[config.mk]
export PLATFORM = sky130hd
export DESIGN_NAME = cdb_age_arbiter
export DESIGN_NICKNAME = d
export VERILOG_FILES = /design/src/rtl/cdb_age_arbiter.sv
export SDC_FILE = /design/constraint.sdc
export NUM_CORES = 1
export LEC_CHECK = 0
export BUFFER_PORTS_ARGS = -buffer_cell sky130_fd_sc_hd__buf_2
export CORE_MARGIN = 2
export CORE_UTILIZATION = 49
export DETAILED_ROUTE_END_ITERATION = 12
export PLACE_DENSITY = 0.9
export SETUP_SLACK_MARGIN = 0.15
export SYNTH_ARGS = -nofsm -noshare
export SYNTH_HDL_FRONTEND = slang
export SYNTH_SLANG_ARGS = --single-unit
[constraint.sdc]
create_clock -name vclk -period 2.8
set_input_delay 0.28 -clock vclk [all_inputs]
set_output_delay 0.28 -clock vclk [all_outputs]
set_load 0.02 [all_outputs]
[src/rtl/cdb_age_arbiter.sv]
// CDB result arbiter: lowest-index fixed priority with rollback squash masking.
// Define CDB_ARB_AGE_EN to build per-requester aging counters with a round-robin starvation override.
`ifndef NUM_FU
`define NUM_FU 8
`endif
`ifndef NUM_ROB
`define NUM_ROB 32
`endif

module cdb_age_arbiter #(
  parameter int NUM_REQ      = `NUM_FU,
  parameter int ROB_W        = $clog2(`NUM_ROB),
  parameter int STARVE_LIMIT = 4
) (
  input  logic                       clock,
  input  logic                       reset,
  input  logic                       en,
  input  logic [NUM_REQ-1:0]         req,
  input  logic [NUM_REQ*ROB_W-1:0]   req_ROB_idx,
  input  logic                       rollback_en,
  input  logic [ROB_W-1:0]           ROB_rollback_idx,
  input  logic [ROB_W-1:0]           diff_ROB,
  output logic [NUM_REQ-1:0]         gnt,
  output logic                       gnt_valid,
  output logic [$clog2(NUM_REQ)-1:0] gnt_idx,
  output logic [NUM_REQ-1:0]         squash,
  output logic                       starve_active
);
  localparam int IDX_W = $clog2(NUM_REQ);

  logic [NUM_REQ-1:0] squash_c, elig;
  logic [IDX_W-1:0]   sel_idx;
  logic               sel_valid, sel_starve, active;

  // Entry is younger-or-equal to the rollback point when its distance from it fits within diff_ROB.
  always_comb begin
    squash_c = '0;
    for (int i = 0; i < NUM_REQ; i++)
      squash_c[i] = rollback_en && req[i] &&
        (diff_ROB >= ROB_W'(req_ROB_idx[i*ROB_W +: ROB_W] - ROB_rollback_idx));
    elig = req & ~squash_c;
  end

`ifdef CDB_ARB_AGE_EN
  localparam logic [3:0] LIM = 4'(STARVE_LIMIT);

  logic [NUM_REQ-1:0][3:0] age_q, age_d;
  logic [IDX_W-1:0]        rr_ptr_q, rr_ptr_d, scan;
  logic [NUM_REQ-1:0]      starved;

  always_comb begin
    starved = '0;
    for (int i = 0; i < NUM_REQ; i++)
      starved[i] = elig[i] && (age_q[i] == LIM);
  end
`endif

  always_comb begin
    sel_valid  = 1'b0;
    sel_idx    = '0;
    sel_starve = 1'b0;
    for (int i = NUM_REQ-1; i >= 0; i--)
      if (elig[i]) begin
        sel_valid = 1'b1;
        sel_idx   = IDX_W'(i);
      end
`ifdef CDB_ARB_AGE_EN
    // Descending scan so the starved entry nearest rr_ptr is the last one written.
    scan = '0;
    for (int k = NUM_REQ-1; k >= 0; k--) begin
      scan = rr_ptr_q + IDX_W'(k);
      if (starved[scan]) begin
        sel_starve = 1'b1;
        sel_idx    = scan;
      end
    end
`endif
  end

  assign active        = en && !reset;
  assign gnt_valid     = active && sel_valid;
  assign gnt           = gnt_valid ? (NUM_REQ'(1) << sel_idx) : '0;
  assign gnt_idx       = gnt_valid ? sel_idx : '0;
  assign starve_active = active && sel_starve;
  assign squash        = reset ? '0 : squash_c;

`ifdef CDB_ARB_AGE_EN
  always_comb begin
    age_d    = age_q;
    rr_ptr_d = rr_ptr_q;
    if (en) begin
      for (int i = 0; i < NUM_REQ; i++)
        if (gnt[i] || !elig[i]) age_d[i] = '0;
        else if (age_q[i] < LIM) age_d[i] = age_q[i] + 4'd1;
      if (starve_active) rr_ptr_d = gnt_idx + IDX_W'(1);
    end
  end

  always_ff @(posedge clock) begin
    if (reset) begin
      age_q    <= '0;
      rr_ptr_q <= '0;
    end else begin
      age_q    <= age_d;
      rr_ptr_q <= rr_ptr_d;
    end
  end
`else
  logic unused_clk;
  assign unused_clk = clock;
`endif

endmodule

==> results.tsv, run 1 <==
metric	value	unit
status	finished with violations	
failing checks	setup timing	
Switching Fraction	51.7	%
DIE WIDTH	74.7	um
clock period minus final worst setup slack	3.61	ns
DR iter-0 viols	154	
CP Class	input port to primary output	
effective utilization at floorplan	51.2	%
YS warnings	0	
DRC Markers	0	
Seq pwr share	0	%
PwrDens	312	nW/um^2
clock buffers	0	
VDD IR max	0.000206	V
clock share of power	0	%
Nets	603	
Max transition margin	54.3	%
commonest non-fill, non-tap cell in the layout	buf_4	
GRT Util Overall	34.4	%
Final WS setup	-0.811	ns
fin crit share	129	%
number of global-route vias before repair	3340	
syn avg cell area	8.00	um^2
GR Overflow Total	0	
Worst setup SP type	input port	
vias	3199	
post-route cell area	4120	um^2
antenna violations before repair	0	
Layout area overhead	68.1	%
Placer Congestion	0.842	
M3 GR Usage	5.35	%
RSZ-0062 raised after global routing	true	
final hold vios	0	
Syn Inst Count	306	
wire per inst	21.0	um
ratio of cells with drive above 1 in the final layout	53.8	%
Post-DP Area	3360	um^2
largest area contributor in the netlist	ha_1	
Die Area	5580	um^2
WL final	11100	um
Worst Path Arrival	3.33	ns
IO Count	83	
Static Leak	2.12	nW
Logic pwr share	100.0	%
final HPWL from detailed placement	6190	um
Slew Viols, Final	0	
P_int	0.619	mW
number of diodes	0	
Place WS	-0.702	ns
Final Total Pwr	1.28	mW
post-synth top area share	36.8	%
CORE AREA	4790	um^2
most frequent cells in the layout	66 x buf_4, 63 x ha_1, 59 x buf_2	
Site Rows	25	
die height	74.7	um
Layout Utilization	86.0	%
ranking of synthesized cells by area	ha_1 37%, a21oi_1 8.0%, xor2_1 6.8%	
Setup Viol. Count Final	14	
grt peak-use layer	met2	
max_cap viols	0	
Port Buf Inserts	81	
required time worst endpoint	2.52	ns
met1 Usage GRT	34.3	%
M2 GR Usage	65.0	%
critical path peak fanout	4	
Hold Crit Class	input port to primary output	
global-route wire length before repair	14700	um
vias per cell	6.08	
sequential cell count	0	
antenna-violating nets left	0	
Synth Cell Area	2450	um^2
Worst-Margin Slew	0.683	ns
largest net degree at the start of global routing	9	
register area	0	um^2
Syn Nets	448	
drt first pass iters	5	
post-synthesis sequential area ratio	0	%
Psw	0.664	mW
Synth cell types	41	
Worst setup EP type	primary output	
Max Fclk	277	MHz
-- Yosys cell counts, drive strengths merged --
library cell and number:
nand3 5, nand3b 1, buf 2, nand2b 4
a41oi 3, o21ai 10, o22ai 1, nor3b 6
nand4b 1, a21oi 39, a21o 20, a21boi 1
nand2 18, a31oi 3, o211ai 4, or3 3
ha 72, clkbuf 1, conb 1, nor4 1
and2 2, nor2 12, o21a 1, xor2 19
o2111ai 3, fa 8, and3b 1, o211a 2
xnor2 13, and2b 1, inv 43, nor2b 5
-- worst max-delay path: stages --
cell and delay [ns]:
buf_8 0.08, clkinvlp_4 0.10, buf_12 0.15, buf_8 0.12, fa_2 0.36, a21o_1 0.18
a21oi_2 0.17, xnor2_1 0.14, ha_1 0.31, a21oi_2 0.24, o21ai_1 0.11, a41oi_2 0.30
nor4_4 0.07, buf_4 0.15, buf_6 0.11, a31oi_4 0.17, and2_4 0.17, buf_6 0.11
-- through the flow --
| stage | TNS, ns | std cells | hold WS, ns |
|---|---|---|---|
| floorplan | -2.40 | 306 | 0.682 |
| global placement | -5.16 | 497 | 0.896 |
| detailed placement | -6.68 | 497 | 0.900 |
| CTS | -5.64 | 513 | 0.900 |
| global route | -9.68 | 526 | 0.924 |
| finish | -8.44 | 526 | 0.919 |
-- final timing paths --
kind | startpoint | end | slack, ns | cells after the start
min | req[1] | squash[1] | 0.92 | 4
max | ROB_rollback_idx[1] | gnt_idx[0] | -0.81 | 18
-- layout make-up --
type	count	area, um^2
fill	253	671
multi-input combinational	260	2670
tap	67	83.8
timing repair buffer	156	1200
inverter	43	168
-- cells by family after synthesis --
family | synth area share [%]
AOI/OAI and AO/OA | 23.6
adders and majority gates | 43.3
and+or+nand+nor | 13.8
buffers and inverters | 7.61
xor gates and xnor gates | 11.4
other | 0.153
-- metal layers --
layer | vias to the layer above | routed length [um]
li1 | 1397 | -
met1 | 1455 | 3750
met2 | 243 | 5510
met3 | 104 | 891
met4 | 0 | 918
met5 | - | 0
-- power groups by stage --
stage | Sequential, mW | Combinational, mW | Clock, mW
global placement | 0 | 0.818 | 0
detailed placement | 0 | 0.871 | 0
finish | 0 | 1.28 | 0
global route | 0 | 1.35 | 0
CTS | 0 | 1.04 | 0
floorplan | 0 | 0.555 | 0
-- what timing repair did --
| item | CTS | global route |
|---|---|---|
| setup buffers | 15 | 13 |
| cloned | 1 | 0 |
| setup endpoints to repair | 19 | 20 |
| hold buffers | 0 | 0 |
| pin swaps | 59 | 57 |
| resized for setup | 85 | 47 |
(Power assumes the default switching activity.)
==> inputs of run 2 (changes only) <==
PLACE_DENSITY = default   (was 0.9)
PLACE_DENSITY_LB_ADDON = 0.12   (was default)
==> run 2 against run 1 <==
The run still ends with setup timing left. Maximum frequency grew 7.1%. Power shrank 7.5%. Worst setup slack gained 0.24 ns. Core utilization grew 0.24 points. Critical path depth shrank 1. Sequential share of layout area is the same. Routed wire length shrank 20%.
==> results.tsv, run 2 (synthesis gave the netlist of run 1 again) <==
metric	value	unit
max_cap viols	0	
area taken by multi-input logic gates	2700	um^2
Final Total Pwr	1.19	mW
Site Rows	25	
Logic pwr share	100.0	%
antenna violations before repair	0	
DRC Markers	0	
DR iter-0 viols	77	
Worst setup EP type	primary output	
Die Area	5580	um^2
register area	0	um^2
GR Overflow Total	0	
most used cell, CP	a21oi_2	
most frequent cells in the layout	60 x buf_2, 58 x ha_1, 57 x buf_4	
IO Count	83	
cells along the critical path	buf_8 > clkinvlp_4 > buf_12 > buf_16 > fa_2 > a21o_1 > a21oi_2 > xnor2_1 > ha_1 > nor3b_1 > a21oi_1 > nand2_2 > nor4_4 > nand4b_1 > buf_4 > a21oi_2 > buf_6	
DIE WIDTH	74.7	um
Fin Setup TNS	-6.02	ns
Layout area overhead	68.5	%
CORE AREA	4790	um^2
clock period minus final worst setup slack	3.37	ns
P_int	0.596	mW
WL final	8850	um
Layout Utilization	86.2	%
Switching Fraction	49.8	%
delay of the slowest critical-path stage	0.36	ns
status	finished with violations	
antenna-violating nets left	0	
ratio of cells with drive above 1 in the final layout	53.5	%
global-route wire length before repair	12300	um
Worst Path Arrival	3.09	ns
wire per inst	17.0	um
VDD IR max	0.000209	V
Final WS setup	-0.572	ns
Static Leak	2.09	nW
critical path peak fanout	5	
number of diodes	0	
drt first pass iters	4	
Seq pwr share	0	%
WHS	0.923	ns
clock buffers	0	
Critical-path top delay cell	fa_2	
Nets	598	
vias	2838	
required time worst endpoint	2.52	ns
vias per cell	5.45	
Hold-fix buffers, CTS	0	
fin crit share	120	%
clock share of power	0	%
Setup Viol. Count Final	13	
Max Fclk	297	MHz
commonest non-fill, non-tap cell in the layout	buf_2	
number of global-route vias before repair	2706	
fillers	274	
final hold vios	0	
Slew Viols, Final	0	
Max transition margin	53.5	%
sequential cell count	0	
Port Buf Inserts	81	
GRT Util Overall	28.6	%
PwrDens	288	nW/um^2
final HPWL from detailed placement	5590	um
Worst-Margin Slew	0.695	ns
CP Class	input port to primary output	
post-route cell area	4130	um^2
Hold Crit Class	input port to primary output	
failing checks	setup timing	
Post-DP Area	3360	um^2
Placer Congestion	0.824	
die height	74.7	um
effective utilization at floorplan	51.2	%
Psw	0.591	mW
RSZ-0062 raised after global routing	true	
Worst setup SP type	input port	
largest net degree at the start of global routing	9	
## run 2: cell types whose count changed in the layout (fill, tap and decap cells not counted), moves of 2 or more
| cell | before | now |
|---|---|---|
| ha_1 | 63 | 58 |
| inv_2 | 4 | 7 |
| buf_8 | 4 | 1 |
| ha_4 | 7 | 11 |
| nor3b_2 | 2 | 0 |
| buf_6 | 23 | 28 |
| nand3_2 | 4 | 1 |
| nand2_2 | 4 | 2 |
| nor3b_1 | 4 | 6 |
| nand3_1 | 1 | 4 |
| buf_4 | 66 | 57 |
| inv_1 | 37 | 32 |
## run 2: final timing paths
check / startpoint / end / slack [ns] / cells past startpoint
worst max-delay path: ROB_rollback_idx[1] / gnt[7] / -0.57 / 17
worst min-delay path: req[0] / squash[0] / 0.92 / 4
## run 2: final cells by class
cell class	instances	area share, %
tap	67	2.03
inverter	43	4.21
multi-input combinational	260	65.5
timing repair buffer	151	28.3
## run 2: per-layer routing
metal,vias up,global-route usage [%],wire length (um)
li1,1383,-,-
met1,1329,35.2,3560
met2,106,53.8,4630
met3,20,2.54,462
met4,0,6.55,201
met5,-,0,0
## run 2: timing repair
item	CTS	global route
gates cloned	1	0
pin swaps	69	41
buffers inserted	17	6
endpoints found under the setup margin	19	20
hold endpoints to repair	0	0
resized for setup	93	47
## run 2: power groups by stage
stage	Combinational [mW]	Clock, mW	Sequential [mW]
final	1.19	0	0
after global routing	1.29	0	0
after CTS	1.04	0	0
after detailed placement	0.857	0	0
after global placement	0.825	0	0
after floorplan	0.555	0	0
## run 2: per-stage QoR
stage | setup WS (ns) | std cells
3_3_place_gp | -0.554 | 497
4_1_cts | -0.449 | 515
5_1_grt | -0.766 | 521
6_report | -0.572 | 521
2_1_floorplan | -0.328 | 306
3_5_place_dp | -0.605 | 497
## run 2: worst max-delay path, delay by kind of cell
family / cells / cell delay (ns)
xor+xnor: 1 / 0.09
simple gates: 4 / 0.62
buf+inv: 6 / 0.79
compound gates: 4 / 0.64
fa+ha+maj: 2 / 0.66
==> inputs of run 3 (changes only) <==
--- a/config.mk
+++ b/config.mk
@@ -7,6 +7,8 @@
 export LEC_CHECK = 0
 export BUFFER_PORTS_ARGS = -buffer_cell sky130_fd_sc_hd__buf_2
+export CELL_PAD_IN_SITES_DETAIL_PLACEMENT = 2
+export CELL_PAD_IN_SITES_GLOBAL_PLACEMENT = 2
 export CORE_MARGIN = 2
-export CORE_UTILIZATION = 49
+export CORE_UTILIZATION = 27
 export DETAILED_ROUTE_END_ITERATION = 12
 export PLACE_DENSITY_LB_ADDON = 0.12
==> constraint.sdc (replaced) <==
create_clock -name vclk -period 3
set_input_delay 0.3 -clock vclk [all_inputs]
set_output_delay 0.3 -clock vclk [all_outputs]
set_load 0.01 [all_outputs]
==> run 3 against run 2 <==
The flow still finishes with violations (setup timing). Via count shrank 3.3%. Non-clock buffer count decreased by 7. Combinational power decreased by 17%. Final cell count increased by 6.5%. Worst setup slack better by 0.21 ns. Count of clock-buffer cells in the layout unchanged. Largest cell class unchanged. Largest power group unchanged.
==> results.tsv, run 3 (synthesis gave the netlist of run 1 again) <==
metric	value	unit
effective utilization at floorplan	27.9	%
antenna-violating nets left	0	
WL final	9360	um
clock period minus final worst setup slack	3.37	ns
global-route wire length before repair	14800	um
drt first pass iters	4	
Max transition margin	47.2	%
Seq pwr share	0	%
RSZ-0062 raised after global routing	true	
Worst setup SP type	input port	
IO Count	83	
Hold-fix buffers, CTS	0	
clock share of power	0	%
most used cell, CP	ha_1	
Worst setup EP type	primary output	
Layout area overhead	56.8	%
Hold Crit Class	input port to primary output	
Final WS setup	-0.367	ns
Site Rows	34	
delay of the slowest critical-path stage	0.39	ns
max_cap viols	0	
Worst Path Arrival	3.07	ns
P_int	0.493	mW
Static Leak	2.04	nW
Switching Fraction	50.0	%
post-route cell area	3840	um^2
Critical path origin	ROB_rollback_idx[1]	
number of diodes	0	
vias	2743	
fillers	1008	
DIE WIDTH	99.2	um
PwrDens	257	nW/um^2
CORE AREA	8760	um^2
Post-DP Area	3430	um^2
final hold vios	0	
register area	0	um^2
wire per inst	16.9	um
final HPWL from detailed placement	7590	um
Worst-Margin Slew	0.789	ns
Port Buf Inserts	81	
number of global-route vias before repair	3073	
Placer Congestion	0.785	
failing checks	setup timing	
Final Total Pwr	0.986	mW
Setup Viol. Count Final	12	
commonest non-fill, non-tap cell in the layout	buf_2	
status	finished with violations	
Die Area	9850	um^2
ratio of cells with drive above 1 in the final layout	46.1	%
required time worst endpoint	2.70	ns
VDD IR max	0.0000982	V
largest net degree at the start of global routing	11	
Slew Viols, Final	0	
DR iter-0 viols	48	
fin crit share	112	%
GR Overflow Total	0	
Max Fclk	297	MHz
most frequent cells in the layout	72 x buf_2, 69 x ha_1, 51 x buf_4	
cells along the critical path	buf_8 > clkinvlp_4 > buf_12 > buf_6 > ha_1 > a21o_1 > a21oi_2 > xor2_1 > ha_1 > o211ai_1 > o2111ai_1 > nand2_1 > or3_1 > o22ai_2 > and2b_1 > buf_2	
CP Class	input port to primary output	
clock buffers	0	
HP Start	req[4]	
vias per cell	4.94	
critical path peak fanout	10	
Psw	0.493	mW
DRC Markers	0	
Critical-path top delay cell	or3_1	
die height	99.2	um
GRT Util Overall	18.6	%
sequential cell count	0	
antenna violations before repair	0	
Nets	591	
Logic pwr share	100.0	%
run 3: per-stage QoR:
| step | setup TNS [ns] | worst slack, ns | hold slack, ns | std cells | util [%] |
|---|---|---|---|---|---|
| final | -3.04 | -0.367 | 0.930 | 555 | 43.8 |
| after global routing | -4.73 | -0.524 | 0.955 | 555 | 43.8 |
| after global placement | -4.17 | -0.436 | 0.926 | 544 | 39.1 |
| after floorplan | -0.163 | -0.0557 | 0.690 | 306 | - |
| after detailed placement | -5.22 | -0.528 | 0.931 | 544 | 39.1 |
| after CTS | -2.75 | -0.326 | 0.933 | 547 | 41.0 |
run 3: worst paths after layout:
check	end	slack, ns	cells after the start
hold / removal	squash[4]	0.93	4
setup / recovery	gnt[5]	-0.37	16
run 3: repair_timing:
item | CTS | global route
pin swaps | 14 | 31
endpoints found under the setup margin | 14 | 15
resized for setup | 36 | 46
cloned | 0 | 0
buffers inserted | 3 | 8
run 3: power by group through the flow:
stage / Clock [mW] / Combinational [mW] / Sequential (mW)
after floorplan: 0 / 0.496 / 0
after global placement: 0 / 0.789 / 0
after CTS: 0 / 0.894 / 0
after global routing: 0 / 1.11 / 0
after detailed placement: 0 / 0.831 / 0
final: 0 / 0.986 / 0
run 3: layout make-up:
type,count,area [um^2],share of cell area [%]
inverters,43,173,4.50
multi-input cells,260,2510,65.5
repair buffers,144,1020,26.5
well taps,108,135,3.52
run 3: per-layer routing:
layer	global-route usage, %	share of wire [%]	wire length, um	vias up
met3	0.632	2.6	242	0
met1	26.0	47	4430	1326
met5	0	0	0	-
li1	-	-	-	1367
met2	33.7	50	4680	50
met4	0.316	0	0	0
run 3: critical path: cells and delay by family:
kind                       cells  cell delay (ns)
AOI/OAI and AO/OA              5             0.89
xor gates and xnor gates       1             0.08
adders and majority gates      2             0.58
buffers and inverters          5             0.56
and+or+nand+nor                3             0.65
